$ cat config.mk
export PLATFORM = sky130hd
export DESIGN_NAME = fetch_stage_control_flat
export DESIGN_NICKNAME = d
export VERILOG_FILES = /design/src/rtl/fetch_stage_control_if.sv /design/src/rtl/fetch_stage_control.sv /design/src/flat_wrapper.sv
export SDC_FILE = /design/constraint.sdc
export NUM_CORES = 1
export LEC_CHECK = 0
export ABC_CLOCK_PERIOD_IN_PS = 5300
export BUFFER_PORTS_ARGS = -buffer_cell sky130_fd_sc_hd__buf_2
export CORE_MARGIN = 4
export CORE_UTILIZATION = 37
export CTS_BUF_LIST = sky130_fd_sc_hd__clkbuf_8
export DETAILED_ROUTE_END_ITERATION = 7
export SLEW_MARGIN = 5
export SYNTH_ARGS = -nofsm -noshare
export SYNTH_HDL_FRONTEND = slang
export SYNTH_SLANG_ARGS = --single-unit
export TNS_END_PERCENT = 50
$ cat constraint.sdc
create_clock -name clk -period 5.3 [get_ports clk]
set_input_delay 0.265 -clock clk [delete_from_list [all_inputs] [get_ports clk]]
set_output_delay 0.265 -clock clk [all_outputs]
set_load 0.05 [all_outputs]
$ cat src/rtl/fetch_stage_control_if.sv
// Stall/flush/redirect bundle between the hazard unit, instruction memory and the fetch stage.
// The master side drives the hazard and memory inputs. The slave side is the fetch stage.
interface fetch_stage_control_if;
  logic        stall;
  logic        flush;
  logic        ID_branch_taken;
  logic [31:0] ID_branch_target;
  logic [31:0] IF_instruction;
  logic [31:0] IF_pc;
  logic [31:0] ID_instruction;
  logic [31:0] ID_pc_plus4;
  logic        ID_valid;
  logic        EX_bubble;
  logic        stall_error;

  modport master (
    output stall, flush, ID_branch_taken, ID_branch_target, IF_instruction,
    input  IF_pc, ID_instruction, ID_pc_plus4, ID_valid, EX_bubble, stall_error
  );

  modport slave (
    input  stall, flush, ID_branch_taken, ID_branch_target, IF_instruction,
    output IF_pc, ID_instruction, ID_pc_plus4, ID_valid, EX_bubble, stall_error
  );
endinterface

$ cat src/rtl/fetch_stage_control.sv
// Fetch stage: PC register, IF/ID register, stall/flush/redirect handling and a stall watchdog.
// Optional FETCH_PERF_COUNTERS_EN adds stall/bubble/squash performance counters.
module fetch_stage_control #(
  parameter logic [31:0] RESET_PC  = 32'h0000_0000,
  parameter int unsigned MAX_STALL = 4,
  parameter logic [31:0] NOP_WORD  = 32'h0000_0000
) (
  input  logic clk,
  input  logic reset,
  fetch_stage_control_if.slave bus
`ifdef FETCH_PERF_COUNTERS_EN
  ,
  output logic [31:0] perf_stall_cycles,
  output logic [31:0] perf_flush_cycles,
  output logic [31:0] perf_squashes
`endif
);

  typedef enum logic [1:0] {BOOT, RUN, HOLD} state_t;

  localparam logic [4:0] MAX_STALL_W = 5'(MAX_STALL);

  state_t      state, state_next;
  logic [31:0] pc, pc_next, pc_plus4;
  logic [31:0] id_instr, id_instr_next;
  logic [31:0] id_pc4, id_pc4_next;
  logic        id_valid, id_valid_next;
  logic        redirect;
  logic [3:0]  stall_cnt, stall_cnt_next;
  logic [4:0]  stall_cnt_inc;
  logic        stall_err, stall_err_next;
  logic        ex_bubble;

  assign pc_plus4 = pc + 32'd4;

  always_ff @(posedge clk) begin
    if (reset) begin
      state     <= BOOT;
      pc        <= RESET_PC;
      id_instr  <= NOP_WORD;
      id_pc4    <= 32'd0;
      id_valid  <= 1'b0;
      stall_cnt <= 4'd0;
      stall_err <= 1'b0;
    end else begin
      state     <= state_next;
      pc        <= pc_next;
      id_instr  <= id_instr_next;
      id_pc4    <= id_pc4_next;
      id_valid  <= id_valid_next;
      stall_cnt <= stall_cnt_next;
      stall_err <= stall_err_next;
    end
  end

  // BOOT always fetches so the pipeline fills even if the hazard unit is
  // still settling. A stall outranks a redirect, so the branch re-resolves later.
  always_comb begin
    state_next    = state;
    pc_next       = pc;
    id_instr_next = id_instr;
    id_pc4_next   = id_pc4;
    id_valid_next = id_valid;
    redirect      = 1'b0;
    case (state)
      BOOT: begin
        state_next    = RUN;
        pc_next       = pc_plus4;
        id_instr_next = bus.IF_instruction;
        id_pc4_next   = pc_plus4;
        id_valid_next = 1'b1;
      end
      RUN, HOLD: begin
        state_next = bus.stall ? HOLD : RUN;
        if (!bus.stall) begin
          if (bus.ID_branch_taken) begin
            redirect      = 1'b1;
            pc_next       = bus.ID_branch_target;
            id_instr_next = NOP_WORD;
            id_valid_next = 1'b0;
          end else begin
            pc_next       = pc_plus4;
            id_instr_next = bus.IF_instruction;
            id_pc4_next   = pc_plus4;
            id_valid_next = 1'b1;
          end
        end
      end
      default: state_next = BOOT;
    endcase
  end

  // The watchdog counts in every state. The error flag is sticky until reset.
  always_comb begin
    stall_cnt_inc  = {1'b0, stall_cnt} + 5'd1;
    stall_cnt_next = 4'd0;
    stall_err_next = stall_err;
    if (bus.stall) begin
      stall_cnt_next = (stall_cnt == 4'd15) ? 4'd15 : stall_cnt_inc[3:0];
      if (stall_cnt_inc >= MAX_STALL_W) begin
        stall_err_next = 1'b1;
      end
    end
  end

  assign ex_bubble = reset | bus.flush | bus.stall | ~id_valid;

  assign bus.IF_pc          = pc;
  assign bus.ID_instruction = id_instr;
  assign bus.ID_pc_plus4    = id_pc4;
  assign bus.ID_valid       = id_valid;
  assign bus.EX_bubble      = ex_bubble;
  assign bus.stall_error    = stall_err;

`ifdef FETCH_PERF_COUNTERS_EN
  // Bubble cycles in BOOT are excluded because they are only pipeline fill.
  always_ff @(posedge clk) begin
    if (reset) begin
      perf_stall_cycles <= 32'd0;
      perf_flush_cycles <= 32'd0;
      perf_squashes     <= 32'd0;
    end else begin
      if (bus.stall) begin
        perf_stall_cycles <= perf_stall_cycles + 32'd1;
      end
      if (ex_bubble && (state != BOOT)) begin
        perf_flush_cycles <= perf_flush_cycles + 32'd1;
      end
      if (redirect) begin
        perf_squashes <= perf_squashes + 32'd1;
      end
    end
  end
`else
  logic unused_redirect;
  assign unused_redirect = redirect;
`endif

endmodule

$ cat src/flat_wrapper.sv
// flat-port wrapper written by rule: the top's interface ports become plain ports
module fetch_stage_control_flat 
#(
  parameter logic [31:0] RESET_PC  = 32'h0000_0000,
  parameter int unsigned MAX_STALL = 4,
  parameter logic [31:0] NOP_WORD  = 32'h0000_0000
)
  (clk, reset, bus_stall, bus_flush, bus_ID_branch_taken, bus_ID_branch_target, bus_IF_instruction, bus_IF_pc, bus_ID_instruction, bus_ID_pc_plus4, bus_ID_valid, bus_EX_bubble, bus_stall_error);
  fetch_stage_control_if bus_i ();
  input  logic clk;
  input  logic reset;
  input wire logic [$bits(bus_i.stall)-1:0] bus_stall;
  input wire logic [$bits(bus_i.flush)-1:0] bus_flush;
  input wire logic [$bits(bus_i.ID_branch_taken)-1:0] bus_ID_branch_taken;
  input wire logic [$bits(bus_i.ID_branch_target)-1:0] bus_ID_branch_target;
  input wire logic [$bits(bus_i.IF_instruction)-1:0] bus_IF_instruction;
  output wire logic [$bits(bus_i.IF_pc)-1:0] bus_IF_pc;
  output wire logic [$bits(bus_i.ID_instruction)-1:0] bus_ID_instruction;
  output wire logic [$bits(bus_i.ID_pc_plus4)-1:0] bus_ID_pc_plus4;
  output wire logic [$bits(bus_i.ID_valid)-1:0] bus_ID_valid;
  output wire logic [$bits(bus_i.EX_bubble)-1:0] bus_EX_bubble;
  output wire logic [$bits(bus_i.stall_error)-1:0] bus_stall_error;
  assign bus_i.stall = bus_stall;
  assign bus_i.flush = bus_flush;
  assign bus_i.ID_branch_taken = bus_ID_branch_taken;
  assign bus_i.ID_branch_target = bus_ID_branch_target;
  assign bus_i.IF_instruction = bus_IF_instruction;
  assign bus_IF_pc = bus_i.IF_pc;
  assign bus_ID_instruction = bus_i.ID_instruction;
  assign bus_ID_pc_plus4 = bus_i.ID_pc_plus4;
  assign bus_ID_valid = bus_i.ID_valid;
  assign bus_EX_bubble = bus_i.EX_bubble;
  assign bus_stall_error = bus_i.stall_error;
  fetch_stage_control #(.RESET_PC(RESET_PC), .MAX_STALL(MAX_STALL), .NOP_WORD(NOP_WORD)) u_core (.clk(clk), .reset(reset), .bus(bus_i));
endmodule
* Word level (Yosys, flattened, before mapping) *
Index checks and enable logic that the tools add are counted.

word-level totals
  output and inout port bits = 99
  input bits = 69
  flip-flop bits (word level) = 104

operators by class
  reduce and logical (&&, ||, !) cells = 7
  muxes and demuxes = 15
  $lt $le $gt $ge = 1
  bitwise gates (word level) = 5
  add/sub/neg operators = 2
  eq/ne operators = 5

operator list
  kind                     count
  $mux W32                 6
  $pmux W32 S2             3
  $add A32 B3 Y32 const B  1
  $add A4 B1 Y5 const B    1
  $ge A5 B3 Y1 const B     1
  $eq A4 B4 Y1 const B     1
  $mux W4                  1
  $ne A2 B2 Y1 const B     2
  $pmux W2 S2              1
  $reduce_and A2 Y1        2
  $reduce_or A2 Y1         2
  $or A1 B1 Y1             3
  $reduce_and A3 Y1        1
  $eq A2 B1 Y1 const B     1
  $eq A2 B2 Y1 const B     1
  $logic_not A2 Y1         1
  $mux W1                  2
  $mux W2                  1
  $not A1 Y1               2
  $pmux W1 S2              1
  $reduce_bool A2 Y1       1

* Longest topological paths before layout *
Gate-level depths: netlist of the first run.

  depth after elaboration = 4
  gate-level depth with buffers = 10

* Worst setup path after synthesis of the first run *
Ideal clock, no wire load.

  path type = register -> register
  start point = reg u_core.pc[2], in the netlist u_core.bus.IF_pc[2]
  end point = reg u_core.pc[30], in the netlist u_core.bus.IF_pc[30]
  path slack = 3.025 ns
  stages on the path, launching flop included = 7
  data arrival time = 2.201 ns
  cell sequence = dfxtp_1 > ha_1 > nand3_2 > nor3_4 > nand2_2 > or4_1 > a31oi_1

between the ends
  longest elaborated chain between the ends = 4

RTL lines
  what                    line                       source
  start, declared         fetch_stage_control.sv:24  logic [31:0] pc, pc_next, pc_plus4;
  start signal, assigned  fetch_stage_control.sv:47  pc <= pc_next;
  $add A32 B3 Y32 (*)     fetch_stage_control.sv:34  assign pc_plus4 = pc + 32'd4;
  $mux W32                fetch_stage_control.sv:76  if (bus.ID_branch_taken) begin
  $mux W32                fetch_stage_control.sv:75  if (!bus.stall) begin
  $pmux W32 S2 (*)        fetch_stage_control.sv:65  case (state)

Every way passes the cells marked *; elsewhere a longest branch is shown, timed or not. The select of a mux whose other input is x is not followed.
A chain may end at the register's enable or synchronous reset.

* Final worst setup path of the first run *
  start point = reg u_core.state[0]
  end point = reg u_core.id_pc4[12], in the netlist u_core.bus.ID_pc_plus4[12]

between the ends
  longest elaborated chain between the ends = 4

RTL lines
  what                                                                        line                       source
  start, declared                                                             fetch_stage_control.sv:23  state_t state, state_next;
  start signal, assigned                                                      fetch_stage_control.sv:46  state <= state_next;
  $eq A2 B1 Y1 / $eq A2 B2 Y1 (equally long branches)                         fetch_stage_control.sv:65
  $reduce_or A2 Y1                                                            fetch_stage_control.sv:65
  $ne A2 B2 Y1 (no source line) / $reduce_bool A2 Y1 (equally long branches)  n/a
  $reduce_and A3 Y1 (no source line)                                          n/a
  end signal, assigned                                                        fetch_stage_control.sv:49  id_pc4 <= id_pc4_next;
  end, declared                                                               fetch_stage_control.sv:26  logic [31:0] id_pc4, id_pc4_next;

Several ways; a longest one is shown, not always the timed one.

==> results.yml, run 1 <==
run_status:
  status: "finished, final reports clean"
clock_network:
  cts-hold-fix-buffers: 0
  cts-root-buf: "clkbuf_8"
  cts_resized: 0
  cts.sinks: 104
  cts_max_level: 3
  cts_setup_buffers: 0
  cts_buffer_depth: 2
  clk_pin_slew_ns: 0.10
  cts_tree: "built"
  clk_latency_ns: 0.39
  cts_buffers: 9
logic_synthesis:
  seq_area_frac_synth_pct: 43.4
  syn-num-nets: 644
  synth_edf_count: 0
  synth_cells: 570
  yosysUniqueCellTypes: 62
  synth_seq_cells: 104
  synthTopCellsByArea: "dfxtp_1 (43%), nor2_1 (7.3%), a22oi_1 (5.5%)"
  synthFlopType: "dfxtp_1"
  yosysTopAreaCellShare_pct: 43.4
  syn_avg_cell_area_um2: 8.42
  synthArstFlopShare_pct: 0
  yosysWarnings: 0
  syn_area_mm2: 0.00480
  synth.largest_area_cell: "dfxtp_1"
critical_path:
  reg2reg_from: "u_core.state[0]$_SDFF_PP0_"
  crit_end: "u_core.bus.ID_pc_plus4[12]$_SDFFE_PP0P_"
  critPathKind: "register to register"
  crit_required_ns: 5.59
  rr_worst_depth: 7
  worstReg2RegEnd: "u_core.bus.ID_pc_plus4[12]$_SDFFE_PP0P_"
  crit_arrival_ns: 3.35
  crit_path_start: "u_core.state[0]$_SDFF_PP0_"
  reg2reg_slack_ns: 2.24
  start_kind: "register"
  endpoint_kind: "register"
  cp_max_fo: 60
floorplan:
  dieArea_mm2: 0.0149
  die_h_um: 122
  initial_core_util_pct: 37.9
  placeableCoreArea_mm2: 0.0127
  dieWidth_um: 122
  io_pins: 168
  core.rowCount: 41
sta:
  period_needed_ns: 3.06
  max_clock_freq_ghz: 0.327
  skew_ns: 0.0157
  final_max_slew_viol_count: 0
  final_hold_viol_count: 0
  post-route-period-util_pct: 57.8
  rsz0062_at_grt: "false"
  setup_viol: 0
  relSlewSlack_pct: 27.8
  setup_tns_ns: 0
  worst_slew_pin_slew_ns: 1.08
global_routing:
  antenna_found_initial: 0
  grt_first_pass_wirelength_mm: 21.9
  grtUsageTotal_pct: 18.6
  grt_pass1_vias: 4308
  grt_max_degree: 61
  grt-ovfl-total: 0
power_and_ir_drop:
  p_leak_nw: 2.52
  post-layout-total-power_mw: 2.36
  power_density_mw_per_mm2: 400
  vdd_ir_drop_max_mv: 0.155
drt:
  ant_nets: 0
  drc: 0
  drtPass1Iterations: 4
  drtIter0Drc: 203
  vias: 4596
  wl_per_cell_um: 15.8
  viasPerCell: 5.22
  drt_wl_total_mm: 13.9
worst_hold_path:
  hold_start: "bus_IF_instruction[10]"
  hp-class: "input port to register"
placed_design:
  place_area_mm2: 0.00568
  io_buffers: 167
  gp_congestion: 0.813
  place_hpwl_mm: 9.92
final_layout:
  fill_cells: 1303
  register_area_mm2: 0.00208
  multi_input_area_mm2: 0.00247
  diodes: 0
  finish.instance_area_mm2: 0.00589
  syn_to_final_growth_pct: 22.7
  drive_gt1_share_pct: 29.3
  final_nets: 778
run:
  drv_cap: 0
kinds of logic (layout without fill, tap and decap cells):
logic type                 count (synthesis)  after routing  share of synthesized area (%)
AOI/OAI and AO/OA                        143            143                           21.0
DFF                                      104            104                           43.4
xor gates and xnor gates                  26             26                           4.75
muxes                                      2              2                          0.417
and+or+nand+nor                          231            231                           23.9
buffers and inverters                     59            198                           5.24
adders and majority gates                  5              5                           1.30
sequential cells by signal, indices dropped and copies added, names as in the netlist:
register and cells:
u_core.bus.ID_instruction 32, u_core.bus.ID_pc_plus4 32, u_core.bus.ID_valid 1, u_core.stall_cnt 4, u_core.state 2, u_core.bus.IF_pc 32
u_core.bus.stall_error 1
layout by cell type, fill, tap and decap left out, types with 5 or more instances in the layout:
cell type / n
dfxtp_1: 104
or4_1: 6
nand3_1: 27
a211oi_1: 25
xnor2_1: 11
a31oi_1: 9
a21oi_1: 31
xor2_1: 15
ha_1: 5
nand2_1: 44
nor2_1: 92
a22oi_1: 35
nor4_1: 5
inv_1: 9
nor3_1: 8
o21ai_0: 10
clkbuf_8: 9
buf_2: 166
nand4_1: 12
buf_4: 6
and3_1: 10
report_power, final:
part | switching [mW] | internal (mW)
Combinational | 0.645 | 0.219
Clock | 0.299 | 0.223
Sequential | 0.0868 | 0.883
Total | 1.03 | 1.33
synthesized netlist by cell type (all sizes together) (2+ instances only):
library cell,instances
o221a,2
a21oi,31
a31oi,9
nand4,13
o22ai,2
a22oi,35
nor3,11
nor3b,3
ha,5
clkbuf,33
and3,11
nor2,95
a311oi,2
xnor2,11
buf,16
a2bb2oi,2
nand2,45
dfxtp,104
a211oi,25
o32ai,3
or4,6
o21ai,10
a22o,4
nor4,6
nand3,30
a2111oi,4
a21o,2
xor2,15
nor2b,2
inv,9
and2,4
mux2i,2
o211ai,2
o22a,2
stage by stage:
step | hold WS [ns] | utilization [%] | worst slack [ns] | cells
finish | 0.107 | 46.5 | 2.24 | 881
global route | 0.0962 | 46.5 | 1.93 | 881
CTS | 0.0836 | 46.5 | 2.18 | 881
detailed placement | 0.450 | 44.9 | 2.23 | 865
global placement | 0.439 | 44.9 | 2.40 | 865
floorplan | 0.412 | - | 3.02 | 570
critical path, cell delays in order, from the launching register on:
cell and delay (ns):
dfxtp_1 0.35, inv_1 0.05, ha_1 0.33, nor2b_1 0.49, a21o_2 0.95, buf_4 0.47, nor2_1 0.07, a211oi_1 0.23
how the worst min path moves through the flow:
| stage | to | slack [ns] | depth (start not counted) |
|---|---|---|---|
| finish | u_core.bus.ID_instruction[10]$_SDFFE_PP0P_ | 0.11 | 3 |
| global route | u_core.bus.ID_instruction[25]$_SDFFE_PP0P_ | 0.1 | 3 |
| CTS | u_core.bus.ID_instruction[30]$_SDFFE_PP0P_ | 0.08 | 3 |
| detailed placement | u_core.bus.ID_pc_plus4[1]$_SDFFE_PP0P_ | 0.45 | 2 |
| global placement | u_core.bus.ID_pc_plus4[0]$_SDFFE_PP0P_ | 0.44 | 2 |
| floorplan | u_core.bus.IF_pc[0]$_SDFFE_PP0P_ | 0.41 | 2 |
layout make-up:
class,instances,share of cell area (%)
Tap cell,172,3.65
Timing Repair Buffer,172,14.9
Multi-Input combinational cell,407,42.0
Sequential cell,104,35.4
Inverter,10,0.637
Clock buffer,9,2.10
Clock inverter,7,1.36
routing by layer:
metal	GRT usage [%]	part of all wire, %
met5	0	0
met4	8.68	2.3
met3	3.95	6.6
met2	30.9	48
met1	23.0	43
(Power assumes the default switching activity.)
==> run 2: changes to the inputs <==
Settings changed: ABC_CLOCK_PERIOD_IN_PS 5300 to 2950.
Clock period 5.3 ns to 2.95 ns, I/O delays scaled along.
==> run 2 against run 1 <==
Combinational power is 88% higher. Sequential power increased by 79%. Utilization is 2.4 points higher. Critical endpoint is now u_core.bus.IF_pc[11]$_SDFFE_PP0P_. Global-route usage rose by 1.1 points. Design area up 5.2%. Highest routed layer unchanged. Sequential cell count is the same.
==> results.yml, run 2 (synthesis results as in run 1) <==
run_status:
  status: "finished, final reports clean"
clock_network:
  cts_buffer_depth: 2
  cts.sinks: 104
  cts-hold-fix-buffers: 26
  cts_resized: 0
  cts-root-buf: "clkbuf_8"
  cts_buffers: 9
  cts_max_level: 3
  clk_latency_ns: 0.38
  clk_pin_slew_ns: 0.11
  cts_setup_buffers: 0
  cts_tree: "built"
floorplan:
  core.rowCount: 41
  die_h_um: 122
  initial_core_util_pct: 37.9
  placeableCoreArea_mm2: 0.0127
  io_pins: 168
  dieArea_mm2: 0.0149
  dieWidth_um: 122
critical_path:
  cp_max_fo: 36
  crit_required_ns: 3.23
  worst-path-buf-inv: 2
  crit_arrival_ns: 2.84
  reg2reg_slack_ns: 0.39
  start_kind: "register"
  slowest_stage: "nor2_4"
  reg2reg_from: "u_core.state[0]$_SDFF_PP0_"
  crit_end: "u_core.bus.IF_pc[11]$_SDFFE_PP0P_"
  rr_worst_depth: 7
  critPathKind: "register to register"
  slowest_delay_ns: 0.71
  worstPathCellList: "inv_1, ha_1, nor2b_1, nor2_4, buf_4, nor3_1, a2111oi_2"
  cp_top_family: "simple AND/OR/NAND/NOR gates"
  endpoint_kind: "register"
  crit_path_start: "u_core.state[0]$_SDFF_PP0_"
  path_depth: 7
  worstReg2RegEnd: "u_core.bus.IF_pc[11]$_SDFFE_PP0P_"
worst_hold_path:
  hp-class: "input port to register"
power_and_ir_drop:
  p_leak_nw: 2.67
  power_density_mw_per_mm2: 686
  vdd_ir_drop_max_mv: 0.322
  power_frac_comb_pct: 38.2
  p_int_mw: 2.36
  seqPwrFrac_pct: 41.0
  switchingPower_mw: 1.89
  sw_frac_of_total_pct: 44.5
  clkPwrFrac_pct: 20.8
sta:
  final_max_slew_viol_count: 0
  skew_ns: 0.00745
  rsz0062_at_grt: "false"
  max_clock_freq_ghz: 0.391
  period_needed_ns: 2.56
  post-route-period-util_pct: 86.7
  final_hold_viol_count: 0
  setup_tns_ns: 0
  setup_viol: 0
  worst_slew_pin_slew_ns: 0.888
  relSlewSlack_pct: 40.6
final_layout:
  syn_to_final_growth_pct: 29.1
  stdcell_count: 914
  final_nets: 811
  drive_gt1_share_pct: 29.0
  diodes: 0
  final_cell_mix: "buf_2 (166), dfxtp_1 (104), nor2_1 (92)"
  mostFrequentLayoutCell: "buf_2"
drt:
  wl_per_cell_um: 16.1
  drc: 0
  ant_nets: 0
  vias: 4885
  drtIter0Drc: 313
  viasPerCell: 5.34
  drt_wl_total_mm: 14.7
  drtPass1Iterations: 5
global_routing:
  grt_max_degree: 56
  grt_first_pass_wirelength_mm: 23.4
  grt-ovfl-total: 0
  grt_pass1_vias: 4579
  antenna_found_initial: 0
  grtUsageTotal_pct: 19.6
placed_design:
  io_buffers: 167
  gp_congestion: 0.832
  dp_cells: 872
  place_hpwl_mm: 10.3
run:
  drv_cap: 0
## run 2: metal layers
layer | up-vias | track usage, % | share of wire [%]
met3 | 24 | 4.18 | 7.6
met1 | 2266 | 24.5 | 42
met2 | 196 | 32.9 | 48
met5 | - | 0 | 0
li1 | 2399 | - | -
met4 | 0 | 8.05 | 2.4
## run 2: worst min path at each step
stage / startpoint / end / slack [ns] / cells after the start
5_1_grt: bus_IF_instruction[2] / u_core.bus.ID_instruction[2]$_SDFFE_PP0P_ / 0.01 / 3
3_5_place_dp: bus_IF_instruction[27] / u_core.bus.ID_instruction[27]$_SDFFE_PP0P_ / 0.39 / 3
6_report: bus_IF_instruction[26] / u_core.bus.ID_instruction[26]$_SDFFE_PP0P_ / 0.02 / 3
2_1_floorplan: bus_ID_branch_taken / u_core.bus.IF_pc[0]$_SDFFE_PP0P_ / 0.29 / 2
3_3_place_gp: bus_IF_instruction[1] / u_core.bus.ID_instruction[1]$_SDFFE_PP0P_ / 0.38 / 3
4_1_cts: bus_IF_instruction[2] / u_core.bus.ID_instruction[2]$_SDFFE_PP0P_ / 0.004 / 3
## run 2: cell type report
class,count,area (um2)
clock buffer,9,124
clock inverter,7,62.6
fill,1247,6470
inverter,10,37.5
multi-input combinational,407,2470
sequential,104,2080
tap,172,215
timing repair buffer,205,1200
## run 2: power by group through the flow
| stage | Clock (mW) | Sequential, mW | Combinational [mW] |
|---|---|---|---|
| after floorplan | 0 | 2.35 | 0.601 |
| after global placement | 0 | 1.77 | 1.58 |
| after detailed placement | 0 | 1.77 | 1.61 |
| after CTS | 0.901 | 1.74 | 1.63 |
| after global routing | 0.963 | 1.77 | 1.74 |
| final | 0.884 | 1.74 | 1.62 |
## run 2: metrics by stage
| stage | power [mW] | instance area, um2 | hold WS (ns) | util (%) | setup WS [ns] |
|---|---|---|---|---|---|
| 2_1_floorplan | 2.96 | 4800 | 0.295 | - | 0.675 |
| 5_1_grt | 4.47 | 6200 | 0.0119 | 48.9 | 0.161 |
| 4_1_cts | 4.28 | 6200 | 0.00355 | 48.9 | 0.403 |
| 3_3_place_gp | 3.34 | 5750 | 0.382 | 45.4 | 0.530 |
| 6_report | 4.25 | 6200 | 0.0158 | 48.9 | 0.391 |
| 3_5_place_dp | 3.38 | 5750 | 0.392 | 45.4 | 0.421 |
## run 2: worst register-to-register path, cell delays in order (launching register included)
cell and delay (ns):
dfxtp_1 0.35, inv_1 0.05, ha_1 0.33, nor2b_1 0.24, nor2_4 0.71, buf_4 0.35
nor3_1 0.09, a2111oi_2 0.35
